===== config.mk =====
export PLATFORM = sky130hd
export DESIGN_NAME = uart_rx_ctrl
export DESIGN_NICKNAME = d
export VERILOG_FILES = /design/src/rtl/uart_rx_ctrl_pkg.sv /design/src/rtl/uart_rx_ctrl_tick.sv /design/src/rtl/uart_rx_ctrl.sv
export SDC_FILE = /design/constraint.sdc
export NUM_CORES = 1
export LEC_CHECK = 0
export ABC_AREA = 1
export BUFFER_PORTS_ARGS = -buffer_cell sky130_fd_sc_hd__buf_2
export CAP_MARGIN = 30
export CORE_MARGIN = 4
export CORE_UTILIZATION = 25
export CTS_CLUSTER_DIAMETER = 100
export DETAILED_ROUTE_END_ITERATION = 16
export PLACE_DENSITY = 0.36
export REMOVE_ABC_BUFFERS = 1
export SLEW_MARGIN = 10
export SYNTH_ARGS = -nofsm -noshare
export SYNTH_HDL_FRONTEND = slang
export SYNTH_SLANG_ARGS = --single-unit

===== constraint.sdc =====
create_clock -name clk -period 5 [get_ports clk]
set_clock_uncertainty 0.1 [all_clocks]
set_input_delay 0.5 -clock clk [delete_from_list [all_inputs] [get_ports clk]]
set_output_delay 0.5 -clock clk [all_outputs]
set_load 0.01 [all_outputs]

===== src/rtl/uart_rx_ctrl_pkg.sv =====
// Shared types and constants for the UART receive controller.
package uart_rx_ctrl_pkg;

   localparam int unsigned DIV_W = 32;
   localparam logic [DIV_W-1:0] MIN_BAUD_DIV = DIV_W'(2);

   typedef enum logic [1:0] {
      IDLE  = 2'd0,
      START = 2'd1,
      DATA  = 2'd2,
      STOP  = 2'd3
   } rx_state_e;

   // Divisors below the minimum cannot place a distinct mid-bit sample.
   function automatic logic [DIV_W-1:0] clamp_div(input logic [DIV_W-1:0] div);
      return (div < MIN_BAUD_DIV) ? MIN_BAUD_DIV : div;
   endfunction

endpackage


===== src/rtl/uart_rx_ctrl_tick.sv =====
// Bit-rate counter: counts 0..div-1 while enabled, flags mid-bit and end-of-bit.
module baud_tick_gen
   import uart_rx_ctrl_pkg::*;
(
   input  logic             clk,
   input  logic             rst,
   input  logic             en,
   input  logic             clr,
   input  logic [DIV_W-1:0] div,
   output logic             bit_tick_c,
   output logic             half_tick_c
);

   logic [DIV_W-1:0] count_q;
   logic [DIV_W-1:0] count_d;
   logic [DIV_W-1:0] last_c;

   assign last_c      = div - DIV_W'(1);
   assign bit_tick_c  = (count_q == last_c);
   assign half_tick_c = (count_q == (last_c >> 1));

   // Clear overrides enable so the FSM can hold the counter at zero while idle.
   always_comb begin
      count_d = count_q;
      if (clr) begin
         count_d = '0;
      end else if (en) begin
         count_d = (count_q == last_c) ? '0 : count_q + DIV_W'(1);
      end
   end

   always_ff @(posedge clk) begin
      if (rst) begin
         count_q <= '0;
      end else begin
         count_q <= count_d;
      end
   end

endmodule


===== src/rtl/uart_rx_ctrl.sv =====
// UART receiver: input synchroniser, frame FSM, shift register, output handshake and sticky errors.
module uart_rx_ctrl
   import uart_rx_ctrl_pkg::*;
#(
   parameter int unsigned DATA_BITS   = 8,
   parameter int unsigned SYNC_STAGES = 2
) (
   input  logic                 clk,
   input  logic                 rst,
   input  logic                 rx,
   input  logic [DIV_W-1:0]     baud_div,
   input  logic                 rx_ready,
   input  logic                 err_clr,
   output logic [DATA_BITS-1:0] rx_data,
   output logic                 rx_valid,
   output logic                 frame_err,
   output logic                 overrun,
   output logic                 busy
);

   localparam int unsigned IDX_W = (DATA_BITS > 1) ? $clog2(DATA_BITS) : 1;

   logic [SYNC_STAGES-1:0] sync_q, sync_d;
   logic                   rx_d_q, rx_d_d;
   rx_state_e              state_q, state_d;
   logic [DIV_W-1:0]       dl_q, dl_d;
   logic [IDX_W-1:0]       idx_q, idx_d;
   logic [DATA_BITS-1:0]   shift_q, shift_d;
   logic [DATA_BITS-1:0]   rx_data_q, rx_data_d;
   logic                   rx_valid_q, rx_valid_d;
   logic                   frame_err_q, frame_err_d;
   logic                   overrun_q, overrun_d;
   logic                   busy_q, busy_d;

   logic rx_s;
   logic tick_en_c;
   logic tick_clr_c;
   logic half_tick;
   logic bit_tick_unused;

   assign rx_s       = sync_q[SYNC_STAGES-1];
   assign tick_en_c  = (state_q != IDLE);
   assign tick_clr_c = (state_q == IDLE);

   baud_tick_gen u_tick (
      .clk         (clk),
      .rst         (rst),
      .en          (tick_en_c),
      .clr         (tick_clr_c),
      .div         (dl_q),
      .bit_tick_c  (bit_tick_unused),
      .half_tick_c (half_tick)
   );

   always_comb begin
      sync_d      = {sync_q[SYNC_STAGES-2:0], rx};
      rx_d_d      = rx_s;
      state_d     = state_q;
      dl_d        = dl_q;
      idx_d       = idx_q;
      shift_d     = shift_q;
      rx_data_d   = rx_data_q;
      rx_valid_d  = rx_valid_q;
      frame_err_d = frame_err_q;
      overrun_d   = overrun_q;

      if (rx_valid_q && rx_ready) begin
         rx_valid_d = 1'b0;
      end
      // Clear first so a same-cycle set below wins.
      if (err_clr) begin
         frame_err_d = 1'b0;
         overrun_d   = 1'b0;
      end

      case (state_q)
         IDLE: begin
            if (rx_d_q && !rx_s) begin
               state_d = START;
               dl_d    = clamp_div(baud_div);
            end
         end
         START: begin
            if (half_tick) begin
               if (rx_s) begin
                  state_d = IDLE;
               end else begin
                  state_d = DATA;
                  idx_d   = '0;
               end
            end
         end
         DATA: begin
            if (half_tick) begin
               shift_d = {rx_s, shift_q[DATA_BITS-1:1]};
               if (idx_q == IDX_W'(DATA_BITS - 1)) begin
                  state_d = STOP;
               end else begin
                  idx_d = idx_q + IDX_W'(1);
               end
            end
         end
         STOP: begin
            if (half_tick) begin
               state_d = IDLE;
               if (!rx_s) begin
                  frame_err_d = 1'b1;
               end else if (!rx_valid_q || rx_ready) begin
                  rx_data_d  = shift_q;
                  rx_valid_d = 1'b1;
               end else begin
                  overrun_d = 1'b1;
               end
            end
         end
      endcase

      busy_d = (state_d != IDLE);
   end

   always_ff @(posedge clk) begin
      if (rst) begin
         sync_q      <= '1;
         rx_d_q      <= 1'b1;
         state_q     <= IDLE;
         dl_q        <= MIN_BAUD_DIV;
         idx_q       <= '0;
         shift_q     <= '0;
         rx_data_q   <= '0;
         rx_valid_q  <= 1'b0;
         frame_err_q <= 1'b0;
         overrun_q   <= 1'b0;
         busy_q      <= 1'b0;
      end else begin
         sync_q      <= sync_d;
         rx_d_q      <= rx_d_d;
         state_q     <= state_d;
         dl_q        <= dl_d;
         idx_q       <= idx_d;
         shift_q     <= shift_d;
         rx_data_q   <= rx_data_d;
         rx_valid_q  <= rx_valid_d;
         frame_err_q <= frame_err_d;
         overrun_q   <= overrun_d;
         busy_q      <= busy_d;
      end
   end

   assign rx_data   = rx_data_q;
   assign rx_valid  = rx_valid_q;
   assign frame_err = frame_err_q;
   assign overrun   = overrun_q;
   assign busy      = busy_q;

endmodule


* Yosys cells after proc, flatten, opt, wreduce, memory -nomap -nowiden *
Cells that the tools add are included.

cells by class
  add/sub/neg operators = 3
  multiply operators = 0
  divide/modulo/power cells = 0
  order comparisons = 1
  eq/ne operators = 10
  shift operators = 0
  multiplexer cells = 28
  bitwise operators = 0
  reductions and logical operators = 14

operator list
  cell                                                         count
  2-to-1 mux 32 bit                                            2
  adder 32 x 1 -> 32 bit, second input constant                1
  == test 32 x 31 -> 1 bit                                     1
  == test 32 bit                                               1
  less-than comparator 32 x 2 -> 1 bit, second input constant  1
  subtractor 32 x 1 -> 32 bit, second input constant           1
  2-to-1 mux 1 bit                                             14
  2-to-1 mux 2 bit                                             6
  2-to-1 mux 3 bit                                             4
  inequality test 2 bit, second input constant                 4
  case mux 2 bit (4 select lines)                              1
  case mux 3 bit (2 select lines)                              1
  nonzero test 2 bit                                           3
  AND reduction 5 bit                                          1
  == test 2 bit, second input constant                         2
  AND reduction 2 bit                                          2
  AND reduction 4 bit                                          1
  adder 3 x 1 -> 3 bit, second input constant                  1
  == test 3 bit, second input constant                         1
  == test 2 x 1 -> 1 bit, second input constant                1
  logical AND 1 bit                                            2
  logical NOT 1 bit                                            2
  logical NOT 2 bit                                            1
  OR reduction 2 bit                                           1
  logical OR 1 bit                                             1

storage, ports and cells
  flip-flop bits (word level) = 92
  bits in latches = 0
  memory bits (writable) = 0
  bits in read-only memories = 0
  input port bits = 37
  memories = 0

* Logic depth before layout (Yosys ltp) *
  word-level depth = 6
  mapped depth = 20
  depth with buffers taken out = 20

* Modules after synthesis *
A second synthesis with hierarchy kept.

unflattened totals
  cells, all modules = 1,071
  area total of the unflattened synthesis = 6,311.1 sq um

modules (own cells, without submodules)
  module         instances  cells each  area each (sq um)  sequential area each (sq um)
  baud_tick_gen  1          768         3,962.6            640.6
  uart_rx_ctrl   1          303         2,348.5            1,201.2

* Worst setup path after synthesis *
OpenSTA, ideal clock, no wires.

  path type = flip-flop to flip-flop
  from = reg dl_q[0]
  to = reg rx_data_q[4] (netlist: rx_data[4])
  arrival time = 2.368 ns
  path slack = 2.468 ns
  cell stages (with the launch flop) = 15
  path buffers = 0
  path through = dfxtp_1 -> inv_1 -> ha_1 -> nand2_4 -> nor2_8 -> nand2_4 -> nor2_1 -> xor3_1 -> nor2_1 -> nand3_1 -> nor2_4 -> nand2_4 -> nor3b_4 -> nor2_1 -> nor2_1

on the way
  cells in the longest elaborated chain, start to end = 3

ends and longest elaborated chain
  element                        line                     source
  start, declared                uart_rx_ctrl.sv:26       logic [DIV_W-1:0] dl_q, dl_d;
  start signal, assigned         uart_rx_ctrl.sv:138      dl_q <= dl_d;
  subtractor 32 x 1 -> 32 bit    uart_rx_ctrl_tick.sv:18  assign last_c = div - DIV_W'(1);
  == test 32 x 31 -> 1 bit       uart_rx_ctrl_tick.sv:20  assign half_tick_c = (count_q == (last_c >> 1));
  AND reduction 4 bit (no line)  -
  end signal, assigned           uart_rx_ctrl.sv:141      rx_data_q <= rx_data_d;
  end, declared                  uart_rx_ctrl.sv:29       logic [DATA_BITS-1:0] rx_data_q, rx_data_d;

No other way between the ends.
A chain may end at the register's enable or synchronous reset.

* Worst setup path after layout *
  from = reg dl_q[0]
  to = reg u_tick.count_q[27]

on the way
  cells in the longest elaborated chain, start to end = 3

ends and longest elaborated chain
  element                      line                     source
  subtractor 32 x 1 -> 32 bit  uart_rx_ctrl_tick.sv:18
  == test 32 bit               -
  2-to-1 mux 32 bit            uart_rx_ctrl_tick.sv:28  count_d = (count_q == last_c) ? '0 : count_q + DIV_W'(1);
  end signal, assigned         uart_rx_ctrl_tick.sv:36  count_q <= count_d;
  end, declared                uart_rx_ctrl_tick.sv:14  logic [DIV_W-1:0] count_q;

No other way between the ends.

==> impl_metrics.env <==
export IMPL_grt_max_degree=54
export IMPL_core_area_sq_mm=0.0242
export IMPL_drive_gt1_share_pct=12.2
export IMPL_combinationalPowerShare_pct=17.8
export IMPL_viasPerCell=4.53
export IMPL_synth_main_ff_cell="dfxtp_1"
export IMPL_hp_class="in2reg"
export IMPL_die_h_microns=165
export IMPL_cts_sinks=92
export IMPL_firstDrtPassIters=5
export IMPL_clock_path_buffers=2
export IMPL_rsz0062_at_grt="no"
export IMPL_synth_area_sq_mm=0.00614
export IMPL_yosysMostFrequentCell="nand2_1"
export IMPL_grt_first_pass_wirelength_mm=33.3
export IMPL_dieArea_sq_mm=0.0271
export IMPL_ys_types=44
export IMPL_num_io_pins=49
export IMPL_path_max_fanout=28
export IMPL_timing_final_crit_share_pct=66.8
export IMPL_setup_tns_ps=0
export IMPL_htree_levels=3
export IMPL_power_leakage_uw=0.00298
export IMPL_yosys_register_bits=92
export IMPL_clk_pin_slew_ps=80
export IMPL_clockRootBuffer="clkbuf_16"
export IMPL_hold_viol_final=0
export IMPL_synth_warnings=0
export IMPL_dp_hpwl_mm=16.9
export IMPL_routabilityCongestion=0.822
export IMPL_wl_per_cell_microns=15.8
export IMPL_vias=5979
export IMPL_arrival_ps=3470
export IMPL_final_core_util_pct=28.9
export IMPL_cp_start_kind="flop"
export IMPL_ctsResizeCount=0
export IMPL_hold_ws_ps=215
export IMPL_final_antenna_net_count=0
export IMPL_power_frac_seq_pct=42.6
export IMPL_worstMarginPinSlew_ps=867
export IMPL_yosysTopAreaCell="dfxtp_1"
export IMPL_finalSetupViolCount=0
export IMPL_post_cts_buffers=0
export IMPL_synth_cells=949
export IMPL_status="finished clean"
export IMPL_area_growth_pct=14.2
export IMPL_postSynthAreaPerCell_sq_um=6.47
export IMPL_p_per_area_mw_per_mm2=257
export IMPL_nets=1032
export IMPL_critPathRequiredTime_ps=5130
export IMPL_path_class="reg2reg"
export IMPL_drc_errors=0
export IMPL_wirelength_mm=20.9
export IMPL_max_cap_violations=0
export IMPL_crit_path_end_kind="flop"
export IMPL_yosysTopAreaCellShare_pct=30.0
export IMPL_p_switching_uw=595
export IMPL_cts_tree="built"
export IMPL_slew_viol_final=0
export IMPL_rows=57
export IMPL_p_total_uw=1800
export IMPL_synth_yosys_seq_area_share_pct=30.0
export IMPL_async_flop_share_pct=0
export IMPL_grt_pass1_vias=6070
export IMPL_clk_latency_ps=360
export IMPL_place_port_buffers=48
export IMPL_maxSlewHeadroom_pct=42.1
export IMPL_p_sw_share_pct=33.0
export IMPL_vdd_drop_max_v=0.000183
export IMPL_ctsHoldBuffers=0
export IMPL_fmax_mhz=299
export IMPL_initial_core_util_pct=25.3
export IMPL_post_route_min_period_ps=3340
export IMPL_antenna_cells=0
export IMPL_synth_area_leaders="dfxtp_1 30%, nand2_1 14%, nor2_1 9.5%"
export IMPL_cts_buffers=9
export IMPL_synth_edf_count=0
export IMPL_synth_common_cells="229 x nand2_1, 155 x nor2_1, 115 x inv_1, 92 x dfxtp_1, 72 x nand3_1"
export IMPL_die_x_microns=165
export IMPL_pwr_share_clk_pct=39.7
export IMPL_grt_ovfl_total=0
export IMPL_drtIter0Drc=305
export IMPL_power_internal_uw=1210
export IMPL_antenna_found_initial=0
export IMPL_grt_use_total_pct=16.1
## worst max-delay path, cell delays in order, from the launching register on
cell,delay (ps)
dfxtp_1,310
inv_1,150
ha_1,380
nand2_4,150
nor2_4,210
nand3_1,180
nand2_1,130
nor2_1,50
nor3_1,330
nand3_1,120
nor2_1,170
nand3_1,270
nand2_2,560
nor2_1,100
## worst paths after layout
path,startpoint,end,slack [ps],cells past startpoint
setup / recovery,dl_q[0],u_tick.count_q[27],1660,13
hold / removal,rx,sync_q[0],210,2
setup reg to reg,dl_q[0],u_tick.count_q[27],1660,13
hold reg to reg,sync_q[0],sync_q[1],320,1
## through the flow
step / setup slack, ps / std cells / instance area [sq um]
floorplan: 2400 / 929 / 6030
global placement: 1460 / 1303 / 6700
detailed placement: 1710 / 1304 / 6710
CTS: 1680 / 1320 / 7020
global route: 1400 / 1320 / 7020
finish: 1660 / 1320 / 7020
## power groups by stage
stage	sequential [uW]	combinational, uW	clock [uW]
final	767	320	715
after global routing	770	364	769
after CTS	767	323	750
after detailed placement	785	322	0
after global placement	785	323	0
after floorplan	778	225	0
## cell families (layout without fill, tap and decap cells)
kind of cell | Yosys count | count (layout) | share of synthesized area [%]
buffers and inverters | 138 | 185 | 8.96
and+or+nand+nor | 574 | 574 | 43.4
adders and majority gates | 4 | 4 | 0.815
AOI/OAI and AO/OA | 90 | 90 | 8.54
xor gates and xnor gates | 51 | 51 | 8.33
DFF | 92 | 92 | 30.0
## state kept, by name, indices dropped and copies added, names as in the netlist
signal and flops:
busy 1, dl_q 32, frame_err 1, idx_q 3, overrun 1, rx_d_q 1
rx_data 8, rx_valid 1, shift_q 8, state_q 2, sync_q 2, u_tick.count_q 32
## routing by layer
layer  part of all wire [%]  track usage (%)  routed length (microns)  up-vias
li1                       -                -                        -     3143
met1                     49             21.6                    10300     2742
met2                     47             27.2                     9840       74
met3                    2.2             2.12                      456       20
met4                    1.5             4.05                      324        0
met5                      0                0                        0        -
## placed cells by master, fill, tap and decap left out, types with 11 or more instances in the layout
cell / instances
nand2_1: 229
nor2_1: 155
inv_1: 115
dfxtp_1: 92
nand3_1: 71
buf_2: 48
xor2_1: 42
a21oi_1: 36
nand4_1: 30
a211oi_1: 23
nor3_1: 21
o21ai_0: 21
nor4_1: 12
nand2_2: 11
## final cells by class
type / count / area (sq um)
Clock buffer: 9 / 225
Multi-Input combinational cell: 719 / 3750
Sequential cell: 92 / 1840
Clock inverter: 7 / 78.8
Fill cell: 2792 / 17200
Tap cell: 324 / 405
Timing Repair Buffer: 51 / 267
Inverter: 118 / 443
(Power assumes the default switching activity.)
